[config.mk]
export PLATFORM = sky130hd
export DESIGN_NAME = nf_dev_if
export DESIGN_NICKNAME = d
export VERILOG_FILES = /design/src/rtl/nfc_pkg.sv /design/src/rtl/nf_busy_tmr.sv /design/src/rtl/nf_dev_if.sv
export SDC_FILE = /design/constraint.sdc
export NUM_CORES = 1
export LEC_CHECK = 0
export BUFFER_PORTS_ARGS = -buffer_cell sky130_fd_sc_hd__buf_2
export CORE_UTILIZATION = 49
export DETAILED_ROUTE_END_ITERATION = 16
export PLACE_DENSITY_LB_ADDON = 0.15
export SLEW_MARGIN = 20
export SYNTH_ARGS = -nofsm -noshare
export SYNTH_HDL_FRONTEND = slang
export SYNTH_HIERARCHICAL = 1
export SYNTH_SLANG_ARGS = --single-unit
[constraint.sdc]
create_clock -name clk -period 3.1 [get_ports clk]
set_clock_uncertainty 0.2 [all_clocks]
set_input_delay 0.31 -clock clk [delete_from_list [all_inputs] [get_ports clk]]
set_output_delay 0.31 -clock clk [all_outputs]
set_load 0.01 [all_outputs]
[src/rtl/nfc_pkg.sv]
// Shared constants and types for the NAND flash device-side interface.
// Opcodes, FSM encoding and status bytes used across the nfc slice.
package nfc_pkg;

    localparam int DAT_WID = 16;

    localparam logic [7:0] CMD_READ   = 8'h00;
    localparam logic [7:0] CMD_RD_GO  = 8'h30;
    localparam logic [7:0] CMD_PROG   = 8'h80;
    localparam logic [7:0] CMD_PG_GO  = 8'h10;
    localparam logic [7:0] CMD_ID     = 8'h90;
    localparam logic [7:0] CMD_STAT   = 8'h70;
    localparam logic [7:0] CMD_RESET  = 8'hFF;

    localparam logic [7:0] STAT_RDY = 8'hC0;
    localparam logic [7:0] STAT_BSY = 8'h80;

    typedef enum logic [2:0] {
        S_IDLE,
        S_ADDR,
        S_RD_CFM,
        S_BUSY,
        S_DOUT,
        S_DIN,
        S_STAT,
        S_ID
    } nf_st_t;

    typedef enum logic [1:0] {
        OP_RD,
        OP_PG,
        OP_ID
    } nf_op_t;

endpackage

[src/rtl/nf_busy_tmr.sv]
// Busy-period down counter for tR/tPROG/reset.
// run is high while counting; done flags the edge where it reaches 0.
module nf_busy_tmr
    import nfc_pkg::*;
#(
    parameter int CW = 16
) (
    input  logic          clk,
    input  logic          rst_n,
    input  logic          load,
    input  logic [CW-1:0] count,
    output logic          done,
    output logic          run
);

    logic [CW-1:0] cnt;

    // load has priority so a reset command restarts a running period
    always_ff @(posedge clk or negedge rst_n) begin
        if (!rst_n) begin
            cnt <= '0;
        end else if (load) begin
            cnt <= count;
        end else if (cnt != '0) begin
            cnt <= cnt - CW'(1);
        end
    end

    assign run  = (cnt != '0);
    assign done = (cnt == CW'(1));

endmodule

[src/rtl/nf_dev_if.sv]
// Device side of a NAND flash bus: decodes CLE/ALE/WE#/RE# cycles,
// drives a page buffer and models tR/tPROG/reset busy periods.
module nf_dev_if #(
    parameter int          DAT_WID  = nfc_pkg::DAT_WID,
    parameter int          COL_CYC  = 2,
    parameter int          ROW_CYC  = 3,
    parameter int          PG_AW    = 12,
    parameter int          BUSY_CYC = 64,
    parameter int          RST_CYC  = 8,
    parameter logic [31:0] ID_WORD  = 32'hEC_D3_51_95
) (
    input  logic               clk,
    input  logic               rst_n,
    input  logic               nf_cle,
    input  logic               nf_ale,
    input  logic               nf_web,
    input  logic               nf_reb,
    input  logic [DAT_WID-1:0] nf_din,
    output logic [DAT_WID-1:0] nf_dout,
    output logic               nf_doe,
    output logic               nf_rb,
    output logic [PG_AW-1:0]   buf_addr,
    output logic               buf_we,
    output logic [DAT_WID-1:0] buf_wdata,
    input  logic [DAT_WID-1:0] buf_rdata,
    output logic [31:0]        row_addr,
    output logic               op_rd,
    output logic               op_pg
);

    import nfc_pkg::*;

    localparam logic [2:0]  NCOL   = 3'(COL_CYC);
    localparam logic [2:0]  NTOT   = 3'(COL_CYC + ROW_CYC);
    localparam logic [15:0] BUSY_V = 16'(BUSY_CYC);
    localparam logic [15:0] RST_V  = 16'(RST_CYC);

    logic               web_q, reb_q, cle_q, ale_q;
    logic [DAT_WID-1:0] din_q;
    nf_st_t             state, state_n, after, after_n, dec_st;
    nf_op_t             op, op_n, dec_op;
    logic               ret, ret_n;
    logic [2:0]         acnt, aoff;
    logic [1:0]         idx;
    logic [PG_AW-1:0]   col;
    logic [31:0]        a_sh;
    logic [15:0]        ld_val;
    logic               ld, clr_adr, go_rd, go_pg;
    logic               tmr_done, tmr_run;
    logic               latch, rd_ev, is_cmd, is_adr, is_dat;
    logic               adr_ev, adr_last, wr_ev;
    logic [7:0]         cmd;

    assign latch  = !web_q && nf_web;
    assign rd_ev  = reb_q && !nf_reb;
    assign is_cmd = latch && cle_q && !ale_q;
    assign is_adr = latch && ale_q && !cle_q;
    assign is_dat = latch && !cle_q && !ale_q;
    assign cmd    = din_q[7:0];

    assign adr_ev   = is_adr && state == S_ADDR
                   && op != OP_ID && acnt < NTOT;
    assign adr_last = (op == OP_ID) ? (acnt == 3'd0)
                                    : (acnt == NTOT - 3'd1);
    assign wr_ev    = is_dat && state == S_DIN;
    assign aoff     = (acnt < NCOL) ? acnt : acnt - NCOL;
    assign a_sh     = {24'h0, din_q[7:0]} << {aoff, 3'b000};

    assign nf_rb    = !tmr_run;
    assign buf_addr = col;
    assign nf_doe   = !nf_reb && (state == S_DOUT
                   || state == S_STAT || state == S_ID);

    nf_busy_tmr #(.CW(16)) u_tmr (
        .clk   (clk),
        .rst_n (rst_n),
        .load  (ld),
        .count (ld_val),
        .done  (tmr_done),
        .run   (tmr_run)
    );

    // single register stage on all bus inputs
    always_ff @(posedge clk or negedge rst_n) begin
        if (!rst_n) begin
            web_q <= 1'b1;
            reb_q <= 1'b1;
            cle_q <= 1'b0;
            ale_q <= 1'b0;
            din_q <= '0;
        end else begin
            web_q <= nf_web;
            reb_q <= nf_reb;
            cle_q <= nf_cle;
            ale_q <= nf_ale;
            din_q <= nf_din;
        end
    end

    // opcode to target state for a plain command latch
    always_comb begin
        dec_st = S_IDLE;
        dec_op = op;
        unique case (cmd)
            CMD_READ:  begin dec_st = S_ADDR; dec_op = OP_RD; end
            CMD_PROG:  begin dec_st = S_ADDR; dec_op = OP_PG; end
            CMD_ID:    begin dec_st = S_ADDR; dec_op = OP_ID; end
            CMD_STAT:  dec_st = S_STAT;
            CMD_RESET: dec_st = S_BUSY;
            default:   dec_st = S_IDLE;
        endcase
    end

    // FSM state, post-busy target and status-return tracking
    always_ff @(posedge clk or negedge rst_n) begin
        if (!rst_n) begin
            state <= S_IDLE;
            after <= S_IDLE;
            op    <= OP_RD;
            ret   <= 1'b0;
        end else begin
            state <= state_n;
            after <= after_n;
            op    <= op_n;
            ret   <= ret_n;
        end
    end

    // next state; ret marks a status poll taken while busy
    always_comb begin
        state_n = state;
        after_n = after;
        op_n    = op;
        ret_n   = ret;
        ld      = 1'b0;
        ld_val  = BUSY_V;
        clr_adr = 1'b0;
        go_rd   = 1'b0;
        go_pg   = 1'b0;
        if (state == S_BUSY) begin
            if (is_cmd && cmd == CMD_RESET) begin
                ld      = 1'b1;
                ld_val  = RST_V;
                after_n = S_IDLE;
            end else if (is_cmd && cmd == CMD_STAT) begin
                state_n = S_STAT;
                ret_n   = 1'b1;
            end else if (tmr_done) begin
                state_n = after;
            end
        end else if (is_cmd && ret && tmr_run && !tmr_done
                     && cmd != CMD_RESET) begin
            if (cmd != CMD_STAT) begin
                state_n = S_BUSY;
                ret_n   = 1'b0;
            end
        end else if (is_cmd && state == S_RD_CFM
                     && cmd == CMD_RD_GO) begin
            state_n = S_BUSY;
            after_n = S_DOUT;
            ld      = 1'b1;
            go_rd   = 1'b1;
        end else if (is_cmd && state == S_DIN
                     && cmd == CMD_PG_GO) begin
            state_n = S_BUSY;
            after_n = S_IDLE;
            ld      = 1'b1;
            go_pg   = 1'b1;
        end else if (is_cmd) begin
            state_n = dec_st;
            op_n    = dec_op;
            ret_n   = 1'b0;
            clr_adr = (dec_st == S_ADDR);
            if (dec_st == S_BUSY) begin
                ld      = 1'b1;
                ld_val  = RST_V;
                after_n = S_IDLE;
            end
        end else if (state == S_ADDR && is_adr && adr_last) begin
            if (op == OP_RD) state_n = S_RD_CFM;
            else if (op == OP_PG) state_n = S_DIN;
            else state_n = S_ID;
        end
    end

    // address capture, column counter, buffer strobes and read data
    always_ff @(posedge clk or negedge rst_n) begin
        if (!rst_n) begin
            col       <= '0;
            row_addr  <= '0;
            acnt      <= '0;
            idx       <= '0;
            nf_dout   <= '0;
            buf_we    <= 1'b0;
            buf_wdata <= '0;
            op_rd     <= 1'b0;
            op_pg     <= 1'b0;
        end else begin
            op_rd  <= go_rd;
            op_pg  <= go_pg;
            buf_we <= wr_ev;
            if (wr_ev) buf_wdata <= din_q;
            if (clr_adr) begin
                col      <= '0;
                row_addr <= '0;
                acnt     <= '0;
                idx      <= '0;
            end else if (adr_ev) begin
                acnt <= acnt + 3'd1;
                if (acnt < NCOL) col <= col | PG_AW'(a_sh);
                else row_addr <= row_addr | a_sh;
            end else if (buf_we) begin
                col <= col + PG_AW'(1);
            end else if (rd_ev && state == S_DOUT) begin
                col <= col + PG_AW'(1);
            end
            if (rd_ev) begin
                unique case (state)
                    S_DOUT: nf_dout <= buf_rdata;
                    S_STAT: nf_dout <= DAT_WID'(tmr_run ? STAT_BSY
                                                        : STAT_RDY);
                    S_ID: begin
                        nf_dout <= DAT_WID'(8'(ID_WORD >> {~idx, 3'b000}));
                        idx     <= idx + 2'd1;
                    end
                    default: ;
                endcase
            end
        end
    end

endmodule

Yosys cells after proc, flatten, opt, wreduce, memory -nomap -nowiden --
Cells that the tools add are included. W data, S select, Z words.
Cells by class: mux-type cells 74, add/sub/neg operators 5, $lt $le $gt $ge 2, reduce and logical (&&, ||, !) cells 54, eq/ne operators 32, shifts and indexed selects 2, bitwise operators 7
Operators with widths (number):
- $mux W32 | 3
- $mux W3 | 21
- $mux W12 | 5
- $mux W7 | 7
- $mux W16 | 3
- $pmux W16 S3 | 1
- $or A32 B32 Y32 | 1
- $shl A8 B6 Y32 | 1
- $shr A32 B5 Y8 const A | 1
- $mux W1 | 28
- $logic_and A1 B1 Y1 | 25
- $eq A8 B8 Y1 const B | 3
- $eq A16 B1 Y1 const B | 1
- $reduce_bool A16 Y1 | 1
- $sub A16 B1 Y16 const B | 1
- $eq A3 B3 Y1 const B | 5
- $add A12 B1 Y12 const B | 1
- $or A12 B12 Y12 | 1
- $reduce_and A6 Y1 | 2
- $reduce_bool A4 Y1 | 3
- $eq A3 B2 Y1 const B | 3
- $ne A3 B2 Y1 const B | 3
- $pmux W3 S3 | 1
- $reduce_bool A3 Y1 | 3
- 30 further kinds | 52
Storage, ports and cells: output and inout port bits 81, logic and storage cells 195, flip-flop bits (word level) 129, input port bits 38

Depth between registers and ports, before layout --
depth after elaboration 13, gate-level depth with buffers 14

Modules after synthesis --
Netlist, hierarchy kept.
By module, submodules not included:
- nf_dev_if | sequential area each 2780.2 um^2, cells each 446, instances 1, area an instance 4740.8 um^2
- nf_busy_tmr | sequential area each 400.4 um^2, cells each 111, instances 1, area an instance 1038.5 um^2

Least setup slack after synthesis --
Ideal clock, no wire load.
kind register to register, from register u_tmr.cnt[6], to register u_tmr.cnt[6], stages on the path, launching flop included 11, arrival time 2.631 ns, path slack 0.203 ns, setup time 0.066 ns, clock period less this slack 2.897 ns, required time 2.834 ns, cells stage by stage dfrtp_1 -> or4_4 -> buf_6 -> nor4b_1 -> and3_1 -> nor3_1 -> and2_4 -> a21oi_1 -> clkbuf_1 -> clkbuf_1 -> a22o_1
On the way: word-level cells in the longest chain between the ends 7, elaborated cells between the ends (all ways) 14, classes of those cells 1 x add/sub; 1 x eq/ne; 6 x mux; 6 x reduce/logical
Ends and longest elaborated chain:
- start, declared | RTL line nf_busy_tmr.sv:16 | logic [CW-1:0] cnt;
- start signal, assigned | RTL line nf_busy_tmr.sv:23 | cnt <= count;
- start signal, assigned | RTL line nf_busy_tmr.sv:25 | cnt <= cnt - CW'(1);
- $eq A16 B1 Y1 (*) | RTL line nf_busy_tmr.sv:30 | assign done = (cnt == CW'(1));
- via tmr_done | RTL line nf_dev_if.sv:49 | logic tmr_done, tmr_run;
- $logic_not A1 Y1 (*) | RTL line nf_dev_if.sv:151 | end else if (is_cmd && ret && tmr_run && !tmr_done
- $logic_and A1 B1 Y1 (*) | RTL line nf_dev_if.sv:151
- $logic_and A1 B1 Y1 (*) | RTL line nf_dev_if.sv:152 | && cmd != CMD_RESET) begin
- $mux W1 (*) | RTL line nf_dev_if.sv:151
- $mux W1 (*) | RTL line nf_dev_if.sv:140 | if (state == S_BUSY) begin
- via ld | RTL line nf_dev_if.sv:48 | logic ld, clr_adr, go_rd, go_pg;
- $mux W16 or $reduce_bool A2 Y1 (tied branches)
The timed path passes the listed nets; every way through them passes the cells marked *. The select of a mux whose other input is x is not followed. A chain may end at the register's enable or synchronous reset.

Worst setup path in the final report --
from register u_tmr.cnt[6], to register col[4], in the netlist buf_addr[4]
On the way: word-level cells in the longest chain between the ends 8, elaborated cells between the ends (all ways) 12, classes of those cells 2 x eq/ne; 3 x mux; 7 x reduce/logical
Ends and longest elaborated chain:
- $eq A16 B1 Y1 (*) | RTL line nf_busy_tmr.sv:30
- via tmr_done | RTL line nf_dev_if.sv:49
- $logic_not A1 Y1 (*) | RTL line nf_dev_if.sv:151
- $logic_and A1 B1 Y1 (*) | RTL line nf_dev_if.sv:151
- $logic_and A1 B1 Y1 (*) | RTL line nf_dev_if.sv:152
- $mux W1 (*) | RTL line nf_dev_if.sv:151
- $mux W1 (*) | RTL line nf_dev_if.sv:140
- $ne A3 B2 Y1 (no line) or $reduce_bool A4 Y1 (tied branches)
- $reduce_and A2 Y1 (no line)
- end signal, assigned | RTL line nf_dev_if.sv:210 | if (acnt < NCOL) col <= col | PG_AW'(a_sh);
- end signal, assigned | RTL line nf_dev_if.sv:213 | col <= col + PG_AW'(1);
- end signal, assigned | RTL line nf_dev_if.sv:215 | col <= col + PG_AW'(1);
- end, declared | RTL line nf_dev_if.sv:45 | logic [PG_AW-1:0] col;
The timed path passes the listed nets; every way through them passes the cells marked *.

==> flow_summary.html <==
<table>
<tr><th>Metric</th><th>Value</th></tr>
<tr><th colspan="2">Floorplan</th></tr>
<tr><td>I/O Pins</td><td>119</td></tr>
<tr><td>Die area</td><td>12230 um2</td></tr>
<tr><td>Die W</td><td>110.6 um</td></tr>
<tr><td>Initial core utilization</td><td>50.40%</td></tr>
<tr><td>Total number of placement rows</td><td>39</td></tr>
<tr><td>Core area</td><td>11470 um2</td></tr>
<tr><td>DIE HEIGHT</td><td>110.6 um</td></tr>
<tr><th colspan="2">Clock network</th></tr>
<tr><td>Clock input transition at the sequential cells of the worst setup and hold paths</td><td>0.05 ns</td></tr>
<tr><td>Clock tree from TritonCTS</td><td>yes</td></tr>
<tr><td>CTS sink count</td><td>127</td></tr>
<tr><td>Clock latency on the worst-skew pair</td><td>around 0.41 ns</td></tr>
<tr><td>Root buf cell</td><td>sky130_fd_sc_hd__clkbuf_16</td></tr>
<tr><td>H-tree levels</td><td>4</td></tr>
<tr><td>Clock buffer count from CTS</td><td>17</td></tr>
<tr><td>Clock tree buffer depth</td><td>2</td></tr>
<tr><th colspan="2">Routing</th></tr>
<tr><td>Wire length on met3</td><td>929 um</td></tr>
<tr><td>Total via count after detailed routing</td><td>4854</td></tr>
<tr><td>Count of routing violations after the opening detailed-route iteration</td><td>345</td></tr>
<tr><td>Top sig layer</td><td>met4</td></tr>
<tr><td>Antenna-violating nets left</td><td>0</td></tr>
<tr><td>Routed Wire Length</td><td>14.30 mm</td></tr>
<tr><td>Post-Route M1 WL</td><td>6.175 mm</td></tr>
<tr><td>Wire length on met2</td><td>~7.0 mm</td></tr>
<tr><td>Number of detailed-routing iterations run before antenna repair</td><td>5</td></tr>
<tr><td>Total DRC errors in the routed layout</td><td>0</td></tr>
<tr><td>DR WL/cell</td><td>16.16 um</td></tr>
<tr><td>Vias per inst</td><td>5.485</td></tr>
<tr><th colspan="2">Power</th></tr>
<tr><td>Clock power share</td><td>41.5%</td></tr>
<tr><td>Proportion of power drawn by flip-flops and latches</td><td>42.4%</td></tr>
<tr><td>Switch share</td><td>27.59%</td></tr>
<tr><td>Areal power density over the cells</td><td>644.2 nW/um2</td></tr>
<tr><td>Max IR drop VDD</td><td>0.4277 mV</td></tr>
<tr><td>Leakage component of the power</td><td>~3.8 nW</td></tr>
<tr><td>Relative contribution of combinational cells to total power</td><td>16.1%</td></tr>
<tr><td>Sw power</td><td>about 1.4 mW</td></tr>
<tr><td>Cell internal power dissipation</td><td>roughly 3.5 mW</td></tr>
<tr><th colspan="2">Yosys</th></tr>
<tr><td>Area fraction of the dominant cell type after synthesis</td><td>between 50% and 60%</td></tr>
<tr><td>Cell with the most instances after synthesis</td><td>sky130_fd_sc_hd__dfrtp_1</td></tr>
<tr><td>Cell area after technology mapping</td><td>5779 um2</td></tr>
<tr><td>Number of warnings reported in the yosys synthesis log</td><td>6</td></tr>
<tr><td>Gate Count Post-Synth</td><td>557</td></tr>
<tr><td>Share of the yosys chip area belonging to registers</td><td>between 50 and 60%</td></tr>
<tr><td>Cell types with the largest area share after synthesis</td><td>sky130_fd_sc_hd__dfrtp_1 54%, sky130_fd_sc_hd__nand2_1 4.0%, sky130_fd_sc_hd__a21oi_1 4.0%</td></tr>
<tr><td>Number of storage elements in the synthesis netlist</td><td>127</td></tr>
<tr><td>Most used flip-flop cell after synthesis</td><td>sky130_fd_sc_hd__dfrtp_1</td></tr>
<tr><td>Post-synthesis cell type with the largest combined area</td><td>sky130_fd_sc_hd__dfrtp_1</td></tr>
<tr><td>Async set-reset flop share out of synthesis</td><td>100.0%</td></tr>
<tr><td>Commonest cells in the synthesized netlist</td><td>125 x sky130_fd_sc_hd__dfrtp_1, 62 x sky130_fd_sc_hd__nand2_1, 48 x sky130_fd_sc_hd__nor2_1, 46 x sky130_fd_sc_hd__a21oi_1, 28 x sky130_fd_sc_hd__o21ai_0</td></tr>
<tr><td>EDFF count, synth</td><td>0</td></tr>
<tr><td>Synth cell types</td><td>76</td></tr>
<tr><td>Avg Inst Size Synth</td><td>10.38 um2</td></tr>
<tr><th colspan="2">Global route</th></tr>
<tr><td>First-pass GRT wire length</td><td>approximately 24 mm</td></tr>
<tr><td>Pin count of the biggest net entering global routing</td><td>~110</td></tr>
<tr><td>Number of global-route vias before repair</td><td>4920</td></tr>
<tr><td>Global route overflow</td><td>0</td></tr>
<tr><td>Antenna violations before repair</td><td>0</td></tr>
<tr><td>Overall fraction of global-route tracks in use</td><td>between 20% and 30%</td></tr>
<tr><th colspan="2">Worst setup path</th></tr>
<tr><td>Cell-by-cell listing of the critical path</td><td>or4_4, nor4b_1, and3_2, nor3_4, and2_4, nor4_4, buf_6, nor4_1, a221o_1</td></tr>
<tr><td>Worst Path Arrival</td><td>3.05 ns</td></tr>
<tr><td>CP Capture Type</td><td>flip-flop</td></tr>
<tr><td>Nature of the critical path startpoint</td><td>flip-flop</td></tr>
<tr><td>Slowest-stage cell, CP</td><td>sky130_fd_sc_hd__or4_4</td></tr>
<tr><td>Category of the most critical setup path</td><td>flip-flop to flip-flop</td></tr>
<tr><td>Worst-path fanout max</td><td>12</td></tr>
<tr><td>CP max stage delay</td><td>0.61 ns</td></tr>
<tr><td>Required time of the critical path</td><td>3.19 ns</td></tr>
<tr><th colspan="2">STA</th></tr>
<tr><td>Count of final hold-check violations</td><td>0</td></tr>
<tr><td>Maximum clock frequency</td><td>0.3384 GHz</td></tr>
<tr><td>Post-route minimum period</td><td>2.955 ns</td></tr>
<tr><td>Unrepaired setup endpoints after global routing</td><td>no</td></tr>
<tr><td>Max-slew violation count</td><td>0</td></tr>
<tr><td>Setup Viol. Count Final</td><td>0</td></tr>
<tr><td>Fin Setup TNS</td><td>0 ns</td></tr>
<tr><td>Tightest Pin Transition</td><td>0.8443 ns</td></tr>
<tr><td>Fraction of the cycle the final worst path needs</td><td>95.32%</td></tr>
<tr><td>Headroom to the max-slew limit</td><td>43.57%</td></tr>
<tr><th colspan="2">Placed design</th></tr>
<tr><td>Final HPWL DP</td><td>~9.5 mm</td></tr>
<tr><td>Number of input and output port buffers inserted</td><td>118</td></tr>
<tr><td>Placer congestion estimate</td><td>between 0.8 and 0.9</td></tr>
<tr><th colspan="2">Layout</th></tr>
<tr><td>Utilization after layout</td><td>66.26%</td></tr>
<tr><td>Filler cell count in the final layout</td><td>~890</td></tr>
<tr><td>N_diodes</td><td>0</td></tr>
<tr><td>Share of post-route cells with drive strength above 1</td><td>between 20 and 30%</td></tr>
<tr><td># nets final</td><td>777</td></tr>
<tr><td>Layout overhead on the synthesized area</td><td>31.48%</td></tr>
<tr><th colspan="2">Flow run</th></tr>
<tr><td>Max-cap viol count</td><td>0</td></tr>
<tr><th colspan="2">Hold path</th></tr>
<tr><td>Class of the tightest hold or removal check</td><td>input pin to flip-flop</td></tr>
<tr><th colspan="2">Outcome</th></tr>
<tr><td>Run status</td><td>completed</td></tr>
</table>
==> worst max-delay path, delay by kind of cell (launching register included) <==
family / cells / cell delay, ns
DFF: 1 / 0.42
and+or+nand+nor: 7 / 1.74
AOI/OAI and AO/OA: 1 / 0.27
buffers and inverters: 1 / 0.20
==> kinds of logic (layout without fill, tap and decap cells) <==
| group | after synthesis | count (layout) | share of synthesized area, % |
|---|---|---|---|
| adders and majority gates | 10 | 10 | 2.165 |
| and+or+nand+nor | 220 | 220 | 20.72 |
| DFF | 127 | 127 | 55.03 |
| xor gates and xnor gates | 8 | 8 | 1.212 |
| muxes | 21 | 21 | 4.027 |
| buffers and inverters | 47 | 219 | 3.399 |
| other | 1 | 14 | 0.06489 |
| AOI/OAI and AO/OA | 123 | 123 | 13.38 |
==> routing by layer <==
metal  up-vias  global-route usage (%)
li1       2316                       -
met5         -                       0
met2       196                   40.29
met3        19                   6.037
met4         0                   8.178
met1      2323                   32.69
==> registers in the layout, summed over array words and instances, names as in the netlist <==
name,flops
row_addr,32
buf_wdata,16
din_q,16
nf_dout,16
u_tmr/cnt,16
buf_addr,12
acnt,3
state,3
idx,2
op,2
after,1
ale_q,1
buf_we,1
cle_q,1
op_pg,1
op_rd,1
reb_q,1
ret,1
web_q,1
==> stage by stage <==
step / setup WS [ns] / hold slack [ns] / std cells / instance area, um2 / total power, mW
2_1_floorplan: 0.2029 / -0.1856 / 570 / 5828 / 2.547
3_3_place_gp: 0.2323 / 0.02709 / 820 / 6626 / 2.801
3_5_place_dp: 0.1383 / 0.03062 / 820 / 6626 / 2.834
4_1_cts: 0.09017 / 0.01534 / 885 / 7566 / 4.918
5_1_grt: 0.004379 / 0.04885 / 885 / 7599 / 5.136
6_report: 0.1450 / 0.02177 / 885 / 7599 / 4.895
==> area by class of cell <==
class / count / area (um2) / share of cell area, %
clock buffers: 23 / 478.0 / 6.290
repair buffers: 171 / 1090 / 14.34
clock inverters: 9 / 131.4 / 1.729
well taps: 143 / 178.9 / 2.355
flip-flops and latches: 127 / 3181 / 41.86
multi-input cells: 396 / 2480 / 32.64
inverters: 16 / 60.06 / 0.7904
==> power by group through the flow <==
stage / Clock, mW / Combinational [mW] / Sequential [mW]
after floorplan: 0 / 0.470 / 2.08
after global placement: 0 / 0.718 / 2.08
after detailed placement: 0 / 0.743 / 2.09
after CTS: 2.07 / 0.784 / 2.07
after global routing: 2.15 / 0.880 / 2.11
final: 2.03 / 0.786 / 2.08
==> timing repair <==
action,4_1_cts,5_1_grt
setup buffers,0,0
resized for setup,0,8
endpoints found under the setup margin,0,24
endpoints found under the hold margin,55,0
hold buffers,33,0
==> cells in the final DEF, fill, tap and decap left out, types with 11 or more instances in the layout <==
cell,count
sky130_fd_sc_hd__nand4_1,11
sky130_fd_sc_hd__mux2_2,18
sky130_fd_sc_hd__clkbuf_16,17
sky130_fd_sc_hd__conb_1,14
sky130_fd_sc_hd__a21oi_1,46
sky130_fd_sc_hd__inv_1,15
sky130_fd_sc_hd__buf_4,19
sky130_fd_sc_hd__nand2_1,62
sky130_fd_sc_hd__dfrtp_1,125
sky130_fd_sc_hd__dlygate4sd3_1,33
sky130_fd_sc_hd__buf_2,117
sky130_fd_sc_hd__and2_1,12
sky130_fd_sc_hd__nand3_1,21
sky130_fd_sc_hd__o21ai_0,27
sky130_fd_sc_hd__nor2_1,48
==> final timing paths <==
| check | startpoint | end | slack, ns | cells past startpoint |
|---|---|---|---|---|
| max | u_tmr/cnt[6]$_DFFE_PN0P_ | buf_addr[4]$_DFFE_PN0P_ | 0.14 | 9 |
| min | buf_rdata[3] | nf_dout[3]$_DFFE_PN0P_ | 0.02 | 3 |
| max reg2reg | u_tmr/cnt[6]$_DFFE_PN0P_ | buf_addr[4]$_DFFE_PN0P_ | 0.14 | 9 |
| min reg2reg | din_q[12]$_DFF_PN0_ | buf_wdata[12]$_DFFE_PN0P_ | 0.27 | 1 |
| max in group asynchronous | rst_n | row_addr[14]$_DFFE_PN0P_ | 1.71 | 3 |
| min in group asynchronous | rst_n | u_tmr/cnt[11]$_DFFE_PN0P_ | 0.14 | 2 |
Power figures use the tool's default switching activity.
